===== src/rtl/pe_dbuf_mac.sv =====
// Systolic PE with a double-buffered weight, a signed/unsigned multiply and a WS/OS accumulate mode.
// Optional build macro PE_SAT_EN: saturating WS adder and OS accumulator, with a sticky sat_flag.
module pe_dbuf_mac #(
    parameter int DATA_W     = 8,
    parameter int DATA_W_OUT = 32
) (
    input  logic                  clk,
    input  logic                  rst_n,
    input  logic [DATA_W-1:0]     in_act,
    input  logic                  in_valid,
    input  logic [DATA_W_OUT-1:0] in_psum,
    input  logic                  in_psum_valid,
    input  logic [DATA_W-1:0]     w_in_down,
    input  logic [DATA_W-1:0]     w_in_left,
    input  logic                  load_w,
    input  logic                  transpose_en,
    input  logic                  w_swap,
    input  logic                  signed_en,
    input  logic                  os_mode,
    input  logic                  acc_clr,
    input  logic                  drain,
    output logic [DATA_W-1:0]     out_act,
    output logic                  out_valid,
    output logic [DATA_W_OUT-1:0] out_psum,
    output logic                  out_psum_valid,
    output logic [DATA_W-1:0]     w_out_up,
    output logic [DATA_W-1:0]     w_out_right,
    output logic                  w_ready,
    output logic                  swap_err,
    output logic                  sat_flag
);

    localparam int PW = 2 * DATA_W;

    logic [DATA_W-1:0]     shadow_r;
    logic [DATA_W-1:0]     active_r;
    logic                  shadow_full_r;
    logic                  swap_err_r;
    logic [DATA_W-1:0]     out_act_r;
    logic                  out_valid_r;
    logic [DATA_W_OUT-1:0] out_psum_r;
    logic                  out_psum_valid_r;
    logic [DATA_W_OUT-1:0] acc_r;
    logic                  sat_r;

    logic signed [PW-1:0]  prod_sgn_s;
    logic [PW-1:0]         prod_uns_s;
    logic [DATA_W_OUT-1:0] prod_ext_s;
    logic [DATA_W_OUT-1:0] acc_base_s;
    logic [DATA_W_OUT:0]   ws_sum_s;
    logic [DATA_W_OUT:0]   acc_sum_s;
    logic                  swap_ok_s;

    // Returns {clamped, result}; the signedness of the clamp follows signed_en.
    function automatic logic [DATA_W_OUT:0] add_wrap_sat(
        input logic [DATA_W_OUT-1:0] a,
        input logic [DATA_W_OUT-1:0] b
    );
        logic [DATA_W_OUT:0] s;
        logic [DATA_W_OUT:0] r;
`ifdef PE_SAT_EN
        s = {signed_en & a[DATA_W_OUT-1], a} + {signed_en & b[DATA_W_OUT-1], b};
        if (signed_en && (s[DATA_W_OUT] != s[DATA_W_OUT-1])) begin
            r = {1'b1, s[DATA_W_OUT], {(DATA_W_OUT-1){~s[DATA_W_OUT]}}};
        end else if (!signed_en && s[DATA_W_OUT]) begin
            r = {1'b1, {DATA_W_OUT{1'b1}}};
        end else begin
            r = {1'b0, s[DATA_W_OUT-1:0]};
        end
`else
        s = {1'b0, a + b};
        r = s;
`endif
        return r;
    endfunction

    // Product, adder results and swap qualification
    always_comb begin
        prod_sgn_s = $signed({{DATA_W{in_act[DATA_W-1]}}, in_act})
                   * $signed({{DATA_W{active_r[DATA_W-1]}}, active_r});
        prod_uns_s = {{DATA_W{1'b0}}, in_act} * {{DATA_W{1'b0}}, active_r};
        if (signed_en) begin
            prod_ext_s = DATA_W_OUT'(prod_sgn_s);
        end else begin
            prod_ext_s = DATA_W_OUT'(prod_uns_s);
        end
        if (acc_clr) begin
            acc_base_s = {DATA_W_OUT{1'b0}};
        end else begin
            acc_base_s = acc_r;
        end
        ws_sum_s  = add_wrap_sat(in_psum, prod_ext_s);
        acc_sum_s = add_wrap_sat(acc_base_s, prod_ext_s);
        swap_ok_s = w_swap & shadow_full_r;
    end

    // Shadow/active weight double buffer; a swap reads the shadow before any same-cycle load
    always_ff @(posedge clk) begin
        if (!rst_n) begin
            shadow_r      <= {DATA_W{1'b0}};
            active_r      <= {DATA_W{1'b0}};
            shadow_full_r <= 1'b0;
            swap_err_r    <= 1'b0;
        end else begin
            if (load_w) begin
                shadow_r <= transpose_en ? w_in_left : w_in_down;
            end
            if (swap_ok_s) begin
                active_r <= shadow_r;
            end
            if (load_w) begin
                shadow_full_r <= 1'b1;
            end else if (swap_ok_s) begin
                shadow_full_r <= 1'b0;
            end
            if (w_swap && !shadow_full_r) begin
                swap_err_r <= 1'b1;
            end
        end
    end

    // Activation forwarding
    always_ff @(posedge clk) begin
        if (!rst_n) begin
            out_act_r   <= {DATA_W{1'b0}};
            out_valid_r <= 1'b0;
        end else begin
            out_valid_r <= in_valid;
            if (in_valid) begin
                out_act_r <= in_act;
            end
        end
    end

    // Psum chain and OS accumulator; drain emits the accumulator value from before this cycle
    always_ff @(posedge clk) begin
        if (!rst_n) begin
            out_psum_r       <= {DATA_W_OUT{1'b0}};
            out_psum_valid_r <= 1'b0;
            acc_r            <= {DATA_W_OUT{1'b0}};
            sat_r            <= 1'b0;
        end else if (!os_mode) begin
            out_psum_valid_r <= in_valid;
            if (in_valid) begin
                out_psum_r <= ws_sum_s[DATA_W_OUT-1:0];
                if (ws_sum_s[DATA_W_OUT]) begin
                    sat_r <= 1'b1;
                end
            end
        end else begin
            if (in_valid) begin
                acc_r <= acc_sum_s[DATA_W_OUT-1:0];
                if (acc_sum_s[DATA_W_OUT]) begin
                    sat_r <= 1'b1;
                end
            end else if (acc_clr) begin
                acc_r <= {DATA_W_OUT{1'b0}};
            end
            if (drain) begin
                out_psum_r       <= acc_r;
                out_psum_valid_r <= 1'b1;
            end else begin
                out_psum_r       <= in_psum;
                out_psum_valid_r <= in_psum_valid;
            end
        end
    end

    assign out_act        = out_act_r;
    assign out_valid      = out_valid_r;
    assign out_psum       = out_psum_r;
    assign out_psum_valid = out_psum_valid_r;
    assign w_out_up       = transpose_en ? {DATA_W{1'b0}} : shadow_r;
    assign w_out_right    = transpose_en ? shadow_r : {DATA_W{1'b0}};
    assign w_ready        = shadow_full_r;
    assign swap_err       = swap_err_r;
    assign sat_flag       = sat_r;

endmodule

===== config.mk =====
export PLATFORM = sky130hd
export DESIGN_NAME = pe_dbuf_mac
export DESIGN_NICKNAME = d
export VERILOG_FILES = /design/src/rtl/pe_dbuf_mac.sv
export SDC_FILE = /design/constraint.sdc
export NUM_CORES = 1
export LEC_CHECK = 0
export CORE_ASPECT_RATIO = 0.7
export CORE_UTILIZATION = 50
export DETAILED_ROUTE_END_ITERATION = 12
export GPL_TIMING_DRIVEN = 0
export PLACE_DENSITY_LB_ADDON = 0.2
export SLEW_MARGIN = 10
export SYNTH_ARGS = -nofsm -noshare
export SYNTH_HDL_FRONTEND = slang
export SYNTH_SLANG_ARGS = --single-unit

===== constraint.sdc =====
create_clock -name clk -period 13.65 [get_ports clk]
set_input_delay 1.365 -clock clk [delete_from_list [all_inputs] [get_ports clk]]
set_output_delay 1.365 -clock clk [all_outputs]
set_load 0.02 [all_outputs]

==> results.md <==
- Pwr/cell area: 65.17 nW/um2
- Leakage: 0.006160 uW
- Syn nets: 1716
- Final hold violations: 0
- FFs w/ async S/R, synth: 0%
- # Post-CTS Setup Buffers: 0
- Final setup violation count: 0
- Final core utilization: 59.57%
- Clock-pin slew on the worst setup and hold paths: 70 ps
- Placer Congestion: 0.9498
- Synth Area per Inst: 8.057 um2
- Synth Instances: 1472
- EDFF count, synth: 0
- Max Freq: 0.1067 GHz
- Peak VDD IR: 0.05828 mV
- Antenna violations before repair: 1
- Synth cell types: 82
- Worst Path Max Fanout: 10
- # DRC: 0
- Worst-case clock buffer depth: 2
- Routed wire length: 36550 um
- Mux contribution to synthesized area: 7.680%
- DPL Wire Length: 29330 um
- Vias in the first global route: 10.43k
- Seq cells post-synth: 92
- Largest net degree at the start of global routing: 17
- Clk sinks: 92
- Final period util: 68.65%
- Synth Area in Simple Gates: 20.31%
- Layout fillers: 2088
- Num CTS Buffers: 9
- Drt pass-1 iters: 6
- Final ANT Viol Nets: 0
- Fin. max-slew vios: 0
- Post-Synth XOR/XNOR Area: 4.948%
- Starting Density: 51.65%
- Worst Path Arrival: 9610 ps
- Wire per inst: 19.16 um
- Number of nets in the layout: 1835
- Die area: 24350 um2
- Via Count: 11.12k
- Minimum clock period: 9371 ps
- Compound-Gate Fraction of Synth Area: 18.87%
- Synth-to-layout area growth: 15.34%
- Worst-Margin Slew: 1043 ps
- Adder-Cell Fraction of Synth Area: 24.18%
- Hold-fix buffers at CTS: 0
- Die Span Y: 130.9 um
- Chip width: 186.1 um
- Crit end category: flip-flop
- Drt first-iter violations: 1062
- Core area: 22960 um2
- CTS tree: done
- H-Tree Depth: 3
- Max_cap viols: 0
- Layout cells sized above 1: 4.386%
- Pre-CTS setup slack: 4100 ps
- Clock Latency Late Sink: 370 ps
- WHS: 497.3 ps
- Largest family of logic cells by synthesized area: adder cells
- Worst Path Required: 13890 ps
- Antenna fix cells: 0
- CP Class: input pin to flip-flop
- Resized Gates After CTS: 0
- GRT overflow: 0
- Synthesized cell area: 11860 um2
- Worst Setup Slack, final: 4279 ps
- I/O pins: 128
- CTS root buf: clkbuf_16
- Status: finished, final reports clean
- Port bufs: 108
- Ys Warns: 0
- Largest delay share family, worst path: adder cells
- Max stage delay on crit path: 790 ps
- Most used DFF post-synth: dfxtp_1
- Vias per cell: 5.827
- Startpoint Class: input pin
- Crit path buf inv count: 7
- Worst Clk Skew: 9.987 ps
- Slew HR: 30.45%
- Row count: 46
- Slowest cell on the critical path: clkdlybuf4s50_1
- First-pass GRT wire length: 57300 um
- Seq/Total Area, Yosys: 15.53%
- Setup TNS: 0 ps
- Hold crit path type: flip-flop to flip-flop
- Unrepaired setup endpoints after global routing: no
- Tot GR Track Use: 30.82%
==> per-layer routing <==
layer | up-vias | track usage [%] | routed length [um] | part of all wire, %
met3 | 27 | 7.567 | 3559 | 9.7
met2 | 513 | 44.58 | 14900 | 41
met4 | 0 | 4.339 | 343 | 0.94
met5 | - | 0 | 0 | 0
li1 | 5278 | - | - | -
met1 | 5300 | 46.65 | 17750 | 49
==> worst min-delay path, delay by kind of cell (launching register included) <==
kind	cells	cell delay, ps
flip-flops	1	330
AND/OR/NAND/NOR	1	60
multiplexers	1	60
==> sequential cells by signal, indices dropped and copies added (netlist names) <==
signal,cells
swap_err,1
out_act,8
w_ready,1
out_valid,1
acc_r,32
out_psum_valid,1
shadow_r,8
out_psum,32
active_r,8
==> path summary, 6_finish.rpt <==
check | startpoint | to | slack (ps) | cells after the start
worst min register to register | acc_r[31] | acc_r[31] | 500 | 2
worst max register to register | active_r[2] | out_psum[24] | 5010 | 27
worst max-delay path | in_act[0] | out_psum[24] | 4280 | 29
worst min-delay path | acc_r[31] | acc_r[31] | 500 | 2
==> logic make-up (layout without fill, tap and decap cells) <==
kind of cell | Yosys count | in the layout
AOI/OAI and AO/OA | 324 | 324
xor gates and xnor gates | 67 | 67
adders and majority gates | 177 | 177
buffers and inverters | 261 | 385
DFF | 92 | 92
muxes | 88 | 88
other | 1 | 1
and+or+nand+nor | 462 | 462
==> cells in the mapped netlist, types with 4 or more instances <==
cell type / n / share of area, %
buf_1: 13 / 0.41
a211o_1: 4 / 0.30
nand3_1: 37 / 1.6
and3_1: 12 / 0.63
o21a_1: 20 / 1.3
a21oi_1: 76 / 3.2
mux2_2: 24 / 2.3
nand4_1: 14 / 0.74
nor4b_1: 4 / 0.30
mux2i_1: 64 / 5.4
o211a_1: 19 / 1.6
o21ai_0: 58 / 2.4
or3_1: 10 / 0.53
clkbuf_1: 69 / 2.2
o31ai_1: 7 / 0.44
nand2b_1: 15 / 0.79
a21o_1: 16 / 1.0
a22oi_1: 16 / 1.0
fa_1: 87 / 15
or4_1: 4 / 0.25
dfxtp_1: 92 / 16
o31a_1: 4 / 0.30
o22ai_1: 7 / 0.37
o211ai_1: 10 / 0.63
nor2_1: 55 / 1.7
a211oi_1: 12 / 0.76
and4_1: 4 / 0.30
a21boi_0: 17 / 1.1
buf_2: 9 / 0.38
o21bai_1: 10 / 0.63
nor3_1: 23 / 0.97
nand2_1: 136 / 4.3
nor4_1: 14 / 0.74
nor2b_1: 65 / 3.4
o21ai_1: 9 / 0.38
xnor2_1: 47 / 3.5
ha_1: 90 / 9.5
xor2_1: 20 / 1.5
inv_1: 167 / 5.3
and2_1: 52 / 2.7
==> metrics by stage <==
step / cell area, um2 / instances / power [uW]
global route: 13680 / 1908 / 932.0
floorplan: 11860 / 1472 / 484.6
global placement: 13330 / 1892 / 582.2
CTS: 13680 / 1908 / 891.9
finish: 13680 / 1908 / 891.5
detailed placement: 13330 / 1892 / 585.9
==> cells in the final DEF, fill, tap and decap left out, types with 17 or more instances in the layout <==
master             n
o21a_1            20
mux2_2            24
nor2b_1           65
xnor2_1           47
a21boi_0          17
nor3_1            23
nand3_1           37
xor2_1            20
nor2_1            55
dfxtp_1           92
nand2_1          136
clkdlybuf4s50_1  108
o21ai_0           58
inv_1            167
and2_1            52
ha_1              90
clkbuf_1          69
mux2i_1           64
fa_1              87
o211a_1           19
a21oi_1           76
==> area by class of cell <==
| class | count | area, um2 | area share, % |
|---|---|---|---|
| inverters | 168 | 630.6 | 4.610 |
| well taps | 312 | 390.4 | 2.854 |
| plain buffers | 93 | 371.6 | 2.717 |
| multi-input cells | 1119 | 9016 | 65.91 |
| clock buffers | 9 | 225.2 | 1.646 |
| repair buffers | 108 | 1081 | 7.903 |
| clock inverters | 7 | 122.6 | 0.8964 |
| flip-flops and latches | 92 | 1842 | 13.46 |
==> power breakdown <==
part | switching [uW] | leakage (uW) | internal, uW
sequential | 10.9 | 0.000755 | 283
clock | 125 | 0.000163 | 181
combinational | 172 | 0.00524 | 120
No activity file was read; power rests on OpenSTA's default activity.
